File: src/rtl/alu_pkg.sv
// alu_pkg -- shared definitions for the accumulator ALU.
//   ALU_OP_W     : opcode width
//   alu_op_e     : opcode encoding driven on alu_accum_seq.op
//   alu_state_e  : control FSM states (IDLE, BUSY, DONE)
//   is_muldiv()  : true for the opcodes served by the iterative engine
package alu_pkg;

  localparam int ALU_OP_W = 4;

  typedef enum logic [ALU_OP_W-1:0] {
    OP_ADD  = 4'd0,
    OP_SUB  = 4'd1,
    OP_SHL  = 4'd2,
    OP_SHR  = 4'd3,
    OP_ROL  = 4'd4,
    OP_ROR  = 4'd5,
    OP_AND  = 4'd6,
    OP_OR   = 4'd7,
    OP_XOR  = 4'd8,
    OP_NOR  = 4'd9,
    OP_NAND = 4'd10,
    OP_XNOR = 4'd11,
    OP_GT   = 4'd12,
    OP_EQ   = 4'd13,
    OP_MUL  = 4'd14,
    OP_DIV  = 4'd15
  } alu_op_e;

  typedef enum logic [1:0] {
    IDLE = 2'd0,
    BUSY = 2'd1,
    DONE = 2'd2
  } alu_state_e;

  function automatic logic is_muldiv(input alu_op_e f);
    return (f == OP_MUL) || (f == OP_DIV);
  endfunction

endpackage

File: src/rtl/alu_muldiv_iter.sv
// alu_muldiv_iter -- iterative shift-add multiplier / restoring divider.
// Only compiled when ALU_MULDIV_EN is defined.
//   clk, rst  : clock, synchronous active-high reset (aborts an operation)
//   start     : load operands a, b and the is_div select; W steps follow
//   done      : high in the cycle whose clock edge performs the final step
//   result    : value after the current step; valid when done is high
//               MUL: {product}   DIV: {remainder, quotient}
//   div_zero  : DIV with a zero divisor (quotient all-ones, remainder a)
`ifdef ALU_MULDIV_EN
module alu_muldiv_iter #(
  parameter int W = 8
) (
  input  logic           clk,
  input  logic           rst,
  input  logic           start,
  input  logic           is_div,
  input  logic [W-1:0]   a,
  input  logic [W-1:0]   b,
  output logic           done,
  output logic [2*W-1:0] result,
  output logic           div_zero
);

  localparam int CW = $clog2(W + 1);

  // hi holds the partial product high half / partial remainder,
  // lo holds the multiplier being shifted out / dividend shifting into quotient.
  logic [W-1:0]  hi_q, hi_d, hi_step;
  logic [W-1:0]  lo_q, lo_d, lo_step;
  logic [W-1:0]  d_q, d_d;
  logic          is_div_q, is_div_d;
  logic          busy_q, busy_d;
  logic [CW-1:0] cnt_q, cnt_d;
  logic [W:0]    sum;
  logic [W:0]    shifted;
  logic          ge;

  // One step of either algorithm, plus operand load and step counting.
  always_comb begin
    sum     = {1'b0, hi_q} + {1'b0, {W{lo_q[0]}} & d_q};
    shifted = {hi_q, lo_q[W-1]};
    ge      = shifted >= {1'b0, d_q};
    if (is_div_q) begin
      // A zero divisor always subtracts successfully, which naturally gives
      // an all-ones quotient and leaves the dividend as the remainder.
      hi_step = ge ? W'(shifted - {1'b0, d_q}) : W'(shifted);
      lo_step = {lo_q[W-2:0], ge};
    end else begin
      hi_step = sum[W:1];
      lo_step = {sum[0], lo_q[W-1:1]};
    end

    hi_d     = hi_q;
    lo_d     = lo_q;
    d_d      = d_q;
    is_div_d = is_div_q;
    busy_d   = busy_q;
    cnt_d    = cnt_q;
    if (start) begin
      hi_d     = '0;
      lo_d     = a;
      d_d      = b;
      is_div_d = is_div;
      busy_d   = 1'b1;
      cnt_d    = CW'(W);
    end else if (busy_q) begin
      hi_d  = hi_step;
      lo_d  = lo_step;
      cnt_d = cnt_q - CW'(1);
      if (cnt_q == CW'(1)) begin
        busy_d = 1'b0;
      end
    end
  end

  // Engine state registers.
  always_ff @(posedge clk) begin
    if (rst) begin
      hi_q     <= '0;
      lo_q     <= '0;
      d_q      <= '0;
      is_div_q <= 1'b0;
      busy_q   <= 1'b0;
      cnt_q    <= '0;
    end else begin
      hi_q     <= hi_d;
      lo_q     <= lo_d;
      d_q      <= d_d;
      is_div_q <= is_div_d;
      busy_q   <= busy_d;
      cnt_q    <= cnt_d;
    end
  end

  assign done     = busy_q && (cnt_q == CW'(1));
  assign result   = {hi_step, lo_step};
  assign div_zero = is_div_q && (d_q == '0);

endmodule
`endif

File: src/rtl/alu_accum_seq.sv
// alu_accum_seq -- sequential ALU with an accumulator and valid/ready handshakes.
//   clk, rst            : clock, synchronous active-high reset
//   in_valid/in_ready   : command handshake (in_ready high only in IDLE)
//   op, a, b            : opcode (alu_pkg::alu_op_e) and operands
//   use_acc             : use the accumulator in place of a
//   acc_wr              : write result[W-1:0] to acc when the result is taken
//   out_valid/out_ready : result handshake
//   result, carry, zero, err : result (2W bits) and flags
//   acc                 : accumulator value
// Macro ALU_MULDIV_EN: when defined, MUL/DIV use the W-cycle alu_muldiv_iter
// engine; otherwise they finish in one cycle with result 0 and err set.
module alu_accum_seq
  import alu_pkg::*;
#(
  parameter int W = 8
) (
  input  logic                clk,
  input  logic                rst,
  input  logic                in_valid,
  output logic                in_ready,
  input  logic [ALU_OP_W-1:0] op,
  input  logic [W-1:0]        a,
  input  logic [W-1:0]        b,
  input  logic                use_acc,
  input  logic                acc_wr,
  output logic                out_valid,
  input  logic                out_ready,
  output logic [2*W-1:0]      result,
  output logic                carry,
  output logic                zero,
  output logic                err,
  output logic [W-1:0]        acc
);

  alu_state_e     state_q, state_d;
  logic [2*W-1:0] result_q, result_d;
  logic           carry_q, carry_d;
  logic           zero_q, zero_d;
  logic           err_q, err_d;
  logic [W-1:0]   acc_q, acc_d;
  logic           acc_wr_q, acc_wr_d;
  logic [W-1:0]   eff_a;
  logic [W:0]     single;
  alu_op_e        op_e;
  logic           accept;

`ifdef ALU_MULDIV_EN
  logic           md_start;
  logic           md_done;
  logic [2*W-1:0] md_result;
  logic           md_div_zero;

  alu_muldiv_iter #(.W(W)) u_muldiv (
    .clk      (clk),
    .rst      (rst),
    .start    (md_start),
    .is_div   (op_e == OP_DIV),
    .a        (eff_a),
    .b        (b),
    .done     (md_done),
    .result   (md_result),
    .div_zero (md_div_zero)
  );
`endif

  // Single-cycle operations; bit W is carry (ADD) or borrow (SUB).
  function automatic logic [W:0] alu_single(input alu_op_e f, input logic [W-1:0] x,
                                            input logic [W-1:0] y);
    logic [W:0] r;
    r = '0;
    case (f)
      OP_ADD:  r = {1'b0, x} + {1'b0, y};
      OP_SUB:  r = {1'b0, x} - {1'b0, y};
      OP_SHL:  r = {1'b0, x[W-2:0], 1'b0};
      OP_SHR:  r = {2'b00, x[W-1:1]};
      OP_ROL:  r = {1'b0, x[W-2:0], x[W-1]};
      OP_ROR:  r = {1'b0, x[0], x[W-1:1]};
      OP_AND:  r = {1'b0, x & y};
      OP_OR:   r = {1'b0, x | y};
      OP_XOR:  r = {1'b0, x ^ y};
      OP_NOR:  r = {1'b0, ~(x | y)};
      OP_NAND: r = {1'b0, ~(x & y)};
      OP_XNOR: r = {1'b0, ~(x ^ y)};
      OP_GT:   r = {{W{1'b0}}, x > y};
      OP_EQ:   r = {{W{1'b0}}, x == y};
      default: r = '0;
    endcase
    return r;
  endfunction

  assign op_e     = alu_op_e'(op);
  assign eff_a    = use_acc ? acc_q : a;
  assign in_ready = (state_q == IDLE) && !rst;
  assign accept   = in_valid && in_ready;
  assign single   = alu_single(op_e, eff_a, b);

  // Next-state and datapath capture. Single-cycle results are registered
  // directly at acceptance so they appear on the following cycle.
  always_comb begin
    state_d  = state_q;
    result_d = result_q;
    carry_d  = carry_q;
    zero_d   = zero_q;
    err_d    = err_q;
    acc_d    = acc_q;
    acc_wr_d = acc_wr_q;
`ifdef ALU_MULDIV_EN
    md_start = 1'b0;
`endif
    case (state_q)
      IDLE: begin
        if (accept) begin
          acc_wr_d = acc_wr;
          if (is_muldiv(op_e)) begin
`ifdef ALU_MULDIV_EN
            md_start = 1'b1;
            state_d  = BUSY;
`else
            result_d = '0;
            carry_d  = 1'b0;
            zero_d   = 1'b1;
            err_d    = 1'b1;
            acc_wr_d = 1'b0;
            state_d  = DONE;
`endif
          end else begin
            result_d = {{W{1'b0}}, single[W-1:0]};
            carry_d  = single[W];
            zero_d   = (single[W-1:0] == '0);
            err_d    = 1'b0;
            state_d  = DONE;
          end
        end
      end
      BUSY: begin
`ifdef ALU_MULDIV_EN
        if (md_done) begin
          result_d = md_result;
          carry_d  = 1'b0;
          zero_d   = (md_result == '0);
          err_d    = md_div_zero;
          state_d  = DONE;
        end
`else
        state_d = IDLE;
`endif
      end
      DONE: begin
        if (out_ready) begin
          state_d = IDLE;
          if (acc_wr_q) begin
            acc_d = result_q[W-1:0];
          end
        end
      end
      default: state_d = IDLE;
    endcase
  end

  // State and result registers.
  always_ff @(posedge clk) begin
    if (rst) begin
      state_q  <= IDLE;
      result_q <= '0;
      carry_q  <= 1'b0;
      zero_q   <= 1'b0;
      err_q    <= 1'b0;
      acc_q    <= '0;
      acc_wr_q <= 1'b0;
    end else begin
      state_q  <= state_d;
      result_q <= result_d;
      carry_q  <= carry_d;
      zero_q   <= zero_d;
      err_q    <= err_d;
      acc_q    <= acc_d;
      acc_wr_q <= acc_wr_d;
    end
  end

  assign out_valid = (state_q == DONE);
  assign result    = result_q;
  assign carry     = carry_q;
  assign zero      = zero_q;
  assign err       = err_q;
  assign acc       = acc_q;

endmodule

File: config.mk
export PLATFORM = sky130hd
export DESIGN_NAME = alu_accum_seq
export DESIGN_NICKNAME = d
export VERILOG_FILES = /design/src/rtl/alu_pkg.sv /design/src/rtl/alu_muldiv_iter.sv /design/src/rtl/alu_accum_seq.sv
export SDC_FILE = /design/constraint.sdc
export NUM_CORES = 1
export LEC_CHECK = 0
export CORE_MARGIN = 4
export CORE_UTILIZATION = 57
export DETAILED_ROUTE_END_ITERATION = 10
export PLACE_DENSITY_LB_ADDON = 0.1
export SETUP_SLACK_MARGIN = 0.15
export SLEW_MARGIN = 20
export SYNTH_ARGS = -nofsm -noshare
export SYNTH_HDL_FRONTEND = slang
export SYNTH_SLANG_ARGS = --single-unit
File: constraint.sdc
create_clock -name clk -period 8 [get_ports clk]
set_input_delay 1.2 -clock clk [delete_from_list [all_inputs] [get_ports clk]]
set_output_delay 1.2 -clock clk [all_outputs]
set_load 0.01 [all_outputs]
==> out/qor.yml, run 1 <==
sequential_element_share_of_the_synthesized_area_pct: 15.7
post_cts_resize_count: 0
cp_data_arrival_time_ns: 4.71
layout_setup_ws_ns: 3.49
drcViolationCount: 0
effective_utilization_at_floorplan_pct: 60.3
post_cts_repair_timing_setup_buffer_count: 0
grt_pass1_wl_mm: 13.4
post_cts_hold_buffer_count: 0
design.die.area_mm2: 0.00586
combinational_family_with_the_most_area_after_synthesis: "compound AO/OA/AOI/OAI gates"
clockRootBuffer: "sky130_fd_sc_hd__clkbuf_8"
drt_pass1_iterations: 5
first_global_vias: 2719
std_cell_rows: 24
timing.critical_path.fanout_max: 16
fin_setup_tns_ns: 0
synth_compound_area_share_pct: 31.1
antenna_violations_before_repair: 0
finish.net_count: 440
synth_simple_gate_area_share_pct: 19.6
synth_top_area_share_pct: 15.7
core_box_area_mm2: 0.00444
run_status: "finished clean"
crit_required_ns: 8.20
tightest_slew_ns: 1.10
peak_supply_drop_uv: 77.4
crit_path_start_kind: "input pin"
post-route-min-period_ns: 4.51
final-hold-violation-count: 0
grt_start_max_net_pins: 44
ys_top_cells_by_area: "sky130_fd_sc_hd__dfxtp_1 (16%), sky130_fd_sc_hd__ha_1 (11%), sky130_fd_sc_hd__mux2i_1 (8.2%)"
synth-async-reset-ratio_pct: 0
routed_via_density: 6.72
max_cap_violations: 0
clock_tree.buffer_depth: 2
drt_iter0_drc: 341
period_share_pct: 56.3
areaGrowthSynthToFinish_pct: 17.7
detail-route-antenna-nets: 0
worst_slew_margin_rel_pct: 26.0
worst_setup_hold_path_clk_slew_ns: 0.07
cts_tree: "done"
holdCritPathClass: "reg2reg"
report.final.setup_viol: 0
cts.sinks: 21
crit_type: "in2reg"
yosys_warnings: 0
grt_util_all_layers_pct: 27.6
rsz_0062_raised_after_global_routing: "false"
die_boundary_width_um: 76.6
via_count: 2952
h-tree-depth: 1
count_of_mapped_cells_out_of_synthesis: 356
antennaDiodeCount: 0
clock.fmax_mhz: 222
total_routed_wirelength_mm: 8.19
power.leakage_nw: 1.33
cts_buffers: 3
xor_and_xnor_area_share_after_synthesis_pct: 0.654
clk-insertion-delay-late_ns: 0.26
yosysTopAreaCell: "sky130_fd_sc_hd__dfxtp_1"
dpl.hpwl_mm: 6.34
timing_max_transition_violations_final: 0
dp_slack_ns: 3.27
timing.critical_path.to_type: "register"
synth_fa_ha_area_share_pct: 12.7
boundaryPins: 55
die_h_um: 76.6
layout-drive-gt1-share_pct: 5.17
total_power_divided_by_cell_area_mw_per_mm2: 105
post_detailed_route_wirelength_per_cell_um: 18.7
grt.overflow.total: 0
distinct_cell_type_count_of_the_synthesized_netlist: 65
postSynthAreaPerCell_um2: 7.52
synthTopCellsByCount: "sky130_fd_sc_hd__nor2_1 (28), sky130_fd_sc_hd__a21oi_1 (27), sky130_fd_sc_hd__ha_1 (24), sky130_fd_sc_hd__inv_1 (24), sky130_fd_sc_hd__nand2_1 (23)"
routability_congestion: 0.980
post_synthesis_mux_area_share_pct: 10.3
skew_ns: 0.00220
yosysMostFrequentCell: "sky130_fd_sc_hd__nor2_1"
most_used_flip_flop_cell_after_synthesis: "sky130_fd_sc_hd__dfxtp_1"
mappedNetlistArea_mm2: 0.00268
post_synth_edffs: 0
synthesized_flop_and_latch_total: 21
buffer_ports.inserted: 46
## flip-flops by register name (all words and copies together) (netlist names)
register and count:
zero 1, acc 8, err 1, acc_wr_q 1, result 8, carry 1
state_q 1
## cells in the final DEF, fill, tap and decap left out, drive strengths merged, types with 5 or more instances in the layout
cell type      instances
clkdlybuf4s50         46
o211ai                 6
a22oi                  5
nand2                 24
nor2                  28
a221oi                 6
ha                    24
nor3                  12
inv                   28
conb                   8
a21oi                 27
mux2i                 22
nand3                  5
dfxtp                 21
o21ai                 19
nand2b                 5
nor2b                  6
a211oi                 6
## final timing paths
kind,start,endpoint,slack (ns),cells past startpoint
setup / recovery,use_acc,zero,3.49,10
hold / removal,result[6],result[6],0.49,2
setup reg to reg,acc[4],zero,4.97,9
hold reg to reg,result[6],result[6],0.49,2
## power breakdown
part           internal (mW)  switching [mW]
clock network         0.0354          0.0332
registers              0.109         0.00329
logic                 0.0623          0.0868
## through the flow
stage          area (µm²)  std cells  power [mW]  util [%]  hold slack [ns]
3_3_place_gp         3110        435       0.258      69.9            0.471
5_1_grt              3150        439       0.348      70.9            0.525
2_1_floorplan        2710        363       0.214         -            0.477
6_report             3150        439       0.330      70.9            0.490
3_5_place_dp         3110        435       0.259      69.9            0.479
4_1_cts              3150        439       0.327      70.9            0.497
## cells by family (layout without fill, tap and decap cells)
logic type	count (synthesis)	after routing
other cells	1	8
mux	26	26
buf+inv	59	83
xor+xnor	2	2
compound gates	117	117
simple gates	104	104
fa+ha+maj	26	26
flops	21	21
## worst max-delay path, stage by stage
cell                              delay [ns]
sky130_fd_sc_hd__clkdlybuf4s50_1        0.77
sky130_fd_sc_hd__mux2i_1                0.43
sky130_fd_sc_hd__ha_1                   0.49
sky130_fd_sc_hd__inv_2                  0.11
sky130_fd_sc_hd__a221oi_4               0.34
sky130_fd_sc_hd__nand2_2                0.11
sky130_fd_sc_hd__a2111o_1               0.43
sky130_fd_sc_hd__a221o_1                0.35
sky130_fd_sc_hd__nor4_1                 0.31
sky130_fd_sc_hd__a31o_1                 0.18
## layout make-up
cell class	count	area [µm²]
Clock buffer	4	45.0
Fill cell	392	1290
Inverter	29	109
Multi-Input combinational cell	283	2020
Sequential cell	21	420
Tap cell	52	65.1
Timing Repair Buffer	50	490
## metal layers
layer	global-route usage, %	up-vias	wire [µm]	share of wire, %
met3	4.61	34	747	9.1
met5	0	-	0	0
met1	37.4	1357	3420	42
li1	-	1374	-	-
met2	43.2	187	3740	46
met4	11.2	0	276	3.4
Note: power is estimated with default switching activity, not from simulation.
==> inputs of run 2 (changes only) <==
CORE_UTILIZATION = 53   (was 57)
clock period = 4.26 ns   (was 8 ns; I/O delays follow)
==> run 2 against run 1 <==
Effect of this change: total power rose by 92%; sequential share of layout area is 0.39 points lower; setup slack got worse by 3.1 ns; critical path type unchanged; critical endpoint unchanged; critical path depth increased by 1.
==> out/qor.yml, run 2 (same netlist as run 1, synthesis figures left out) <==
routed_via_density: 6.27
grt_util_all_layers_pct: 26.9
cp_data_arrival_time_ns: 4.03
clk_network_pwr_share_pct: 20.7
finish.net_count: 450
grt.overflow.total: 0
critical_path_buf_inv_count: 3
detail-route-antenna-nets: 0
critPathMaxStageDelay_ns: 0.69
timing_max_transition_violations_final: 0
crit_path_start_kind: "input pin"
holdCritPathClass: "reg2reg"
core_box_area_mm2: 0.00482
run_status: "finished clean"
clockRootBuffer: "sky130_fd_sc_hd__clkbuf_8"
clock_tree.buffer_depth: 2
layout_setup_ws_ns: 0.438
antenna_violations_before_repair: 0
die_boundary_width_um: 79.1
areaGrowthSynthToFinish_pct: 21.2
grt_pass1_wl_mm: 13.4
worst_slew_margin_rel_pct: 46.5
worst_setup_hold_path_clk_slew_ns: 0.07
post_cts_repair_timing_setup_buffer_count: 0
cts_buffers: 3
final-hold-violation-count: 0
critical_path.top_delay_family: "buffers and inverters"
buffer_ports.inserted: 46
rsz_0062_raised_after_global_routing: "false"
timing.critical_path.to_type: "register"
layout.cell_area.non_filler_mm2: 0.00325
crit_path_top_delay_cell: "sky130_fd_sc_hd__clkdlybuf4s50_1"
whs_ns: 0.488
peak_supply_drop_uv: 235
std_cell_rows: 25
period_share_pct: 89.7
report.final.setup_viol: 0
layout-drive-gt1-share_pct: 7.81
max_cap_violations: 0
total_routed_wirelength_mm: 8.61
via_count: 2910
crit_type: "in2reg"
chain_of_cells_forming_the_critical_path: "clkdlybuf4s50_1, buf_4, mux2i_1, ha_1, clkinv_1, nand4_1, nand2_2, a2111o_1, a221o_1, nor4_1, a31o_1"
post_detailed_route_wirelength_per_cell_um: 18.5
design.die.area_mm2: 0.00626
switching_power_uw: 239
power.leakage_nw: 1.38
dp_slack_ns: 0.206
layout_commonest_cell: "sky130_fd_sc_hd__clkdlybuf4s50_1"
h-tree-depth: 1
power_switching_share_pct: 37.8
clock.fmax_mhz: 262
fin_setup_tns_ns: 0
post_cts_hold_buffer_count: 0
placedInstanceArea_mm2: 0.00320
layout.cells.most_common_list: "sky130_fd_sc_hd__clkdlybuf4s50_1 (46), sky130_fd_sc_hd__nor2_1 (28), sky130_fd_sc_hd__a21oi_1 (27), sky130_fd_sc_hd__inv_1 (24), sky130_fd_sc_hd__ha_1 (24)"
routability_congestion: 0.925
tightest_slew_ns: 0.793
skew_ns: 0.00667
post-route-min-period_ns: 3.82
power.share.sequential_pct: 33.4
clk-insertion-delay-late_ns: 0.26
antennaDiodeCount: 0
die_h_um: 79.1
dpl.hpwl_mm: 6.87
drcViolationCount: 0
timing.critical_path.fanout_max: 10
post-route-util_pct: 67.4
intPower_uw: 392
grt_start_max_net_pins: 36
crit_required_ns: 4.47
first_global_vias: 2662
total_power_divided_by_cell_area_mw_per_mm2: 194
cts.sinks: 21
drt_pass1_iterations: 6
drt_iter0_drc: 259
cts_tree: "done"
boundaryPins: 55
p_comb_share_pct: 45.9
effective_utilization_at_floorplan_pct: 55.6
post_cts_resize_count: 0
run 2: area by class of cell:
| class | instances | area [µm²] |
|---|---|---|
| Sequential cell | 21 | 420 |
| Timing Repair Buffer | 60 | 566 |
| Inverter | 29 | 109 |
| Multi-Input combinational cell | 283 | 2020 |
| Tap cell | 67 | 83.8 |
| Clock inverter | 1 | 5.00 |
| Fill cell | 445 | 1570 |
| Clock buffer | 3 | 41.3 |
run 2: power groups by stage:
stage	Combinational [mW]	Sequential, mW	Clock [mW]
after CTS	0.284	0.211	0.132
after global routing	0.312	0.212	0.142
after global placement	0.281	0.215	0
after floorplan	0.184	0.217	0
after detailed placement	0.282	0.215	0
final	0.290	0.211	0.131
run 2: final timing paths:
kind,from,end,slack [ns],cells after the start
max,use_acc,zero,0.44,11
min,result[7],result[7],0.49,2
max reg2reg,acc[0],zero,1.27,11
min reg2reg,result[7],result[7],0.49,2
run 2: per-layer routing:
metal / track usage, % / vias up / wire length [µm]
li1: - / 1391 / -
met1: 37.7 / 1362 / 3690
met2: 43.4 / 139 / 4000
met3: 4.42 / 18 / 767
met4: 6.01 / 0 / 153
met5: 0 / - / 0
run 2: worst register-to-register path, cell delays in order, from the launching register on:
cell and delay [ns]:
sky130_fd_sc_hd__dfxtp_1 0.34, sky130_fd_sc_hd__mux2i_1 0.27, sky130_fd_sc_hd__inv_1 0.15, sky130_fd_sc_hd__ha_1 0.27, sky130_fd_sc_hd__fa_1 0.43, sky130_fd_sc_hd__a21oi_1 0.15, sky130_fd_sc_hd__o21ai_0 0.19, sky130_fd_sc_hd__a2111oi_0 0.46
sky130_fd_sc_hd__a31oi_1 0.07, sky130_fd_sc_hd__and3_1 0.23, sky130_fd_sc_hd__and3_1 0.17, sky130_fd_sc_hd__a31o_1 0.16
run 2: stage by stage:
| step | power (mW) | instances |
|---|---|---|
| finish | 0.631 | 464 |
| global route | 0.666 | 464 |
| CTS | 0.627 | 464 |
| detailed placement | 0.498 | 460 |
| global placement | 0.496 | 460 |
| floorplan | 0.402 | 363 |
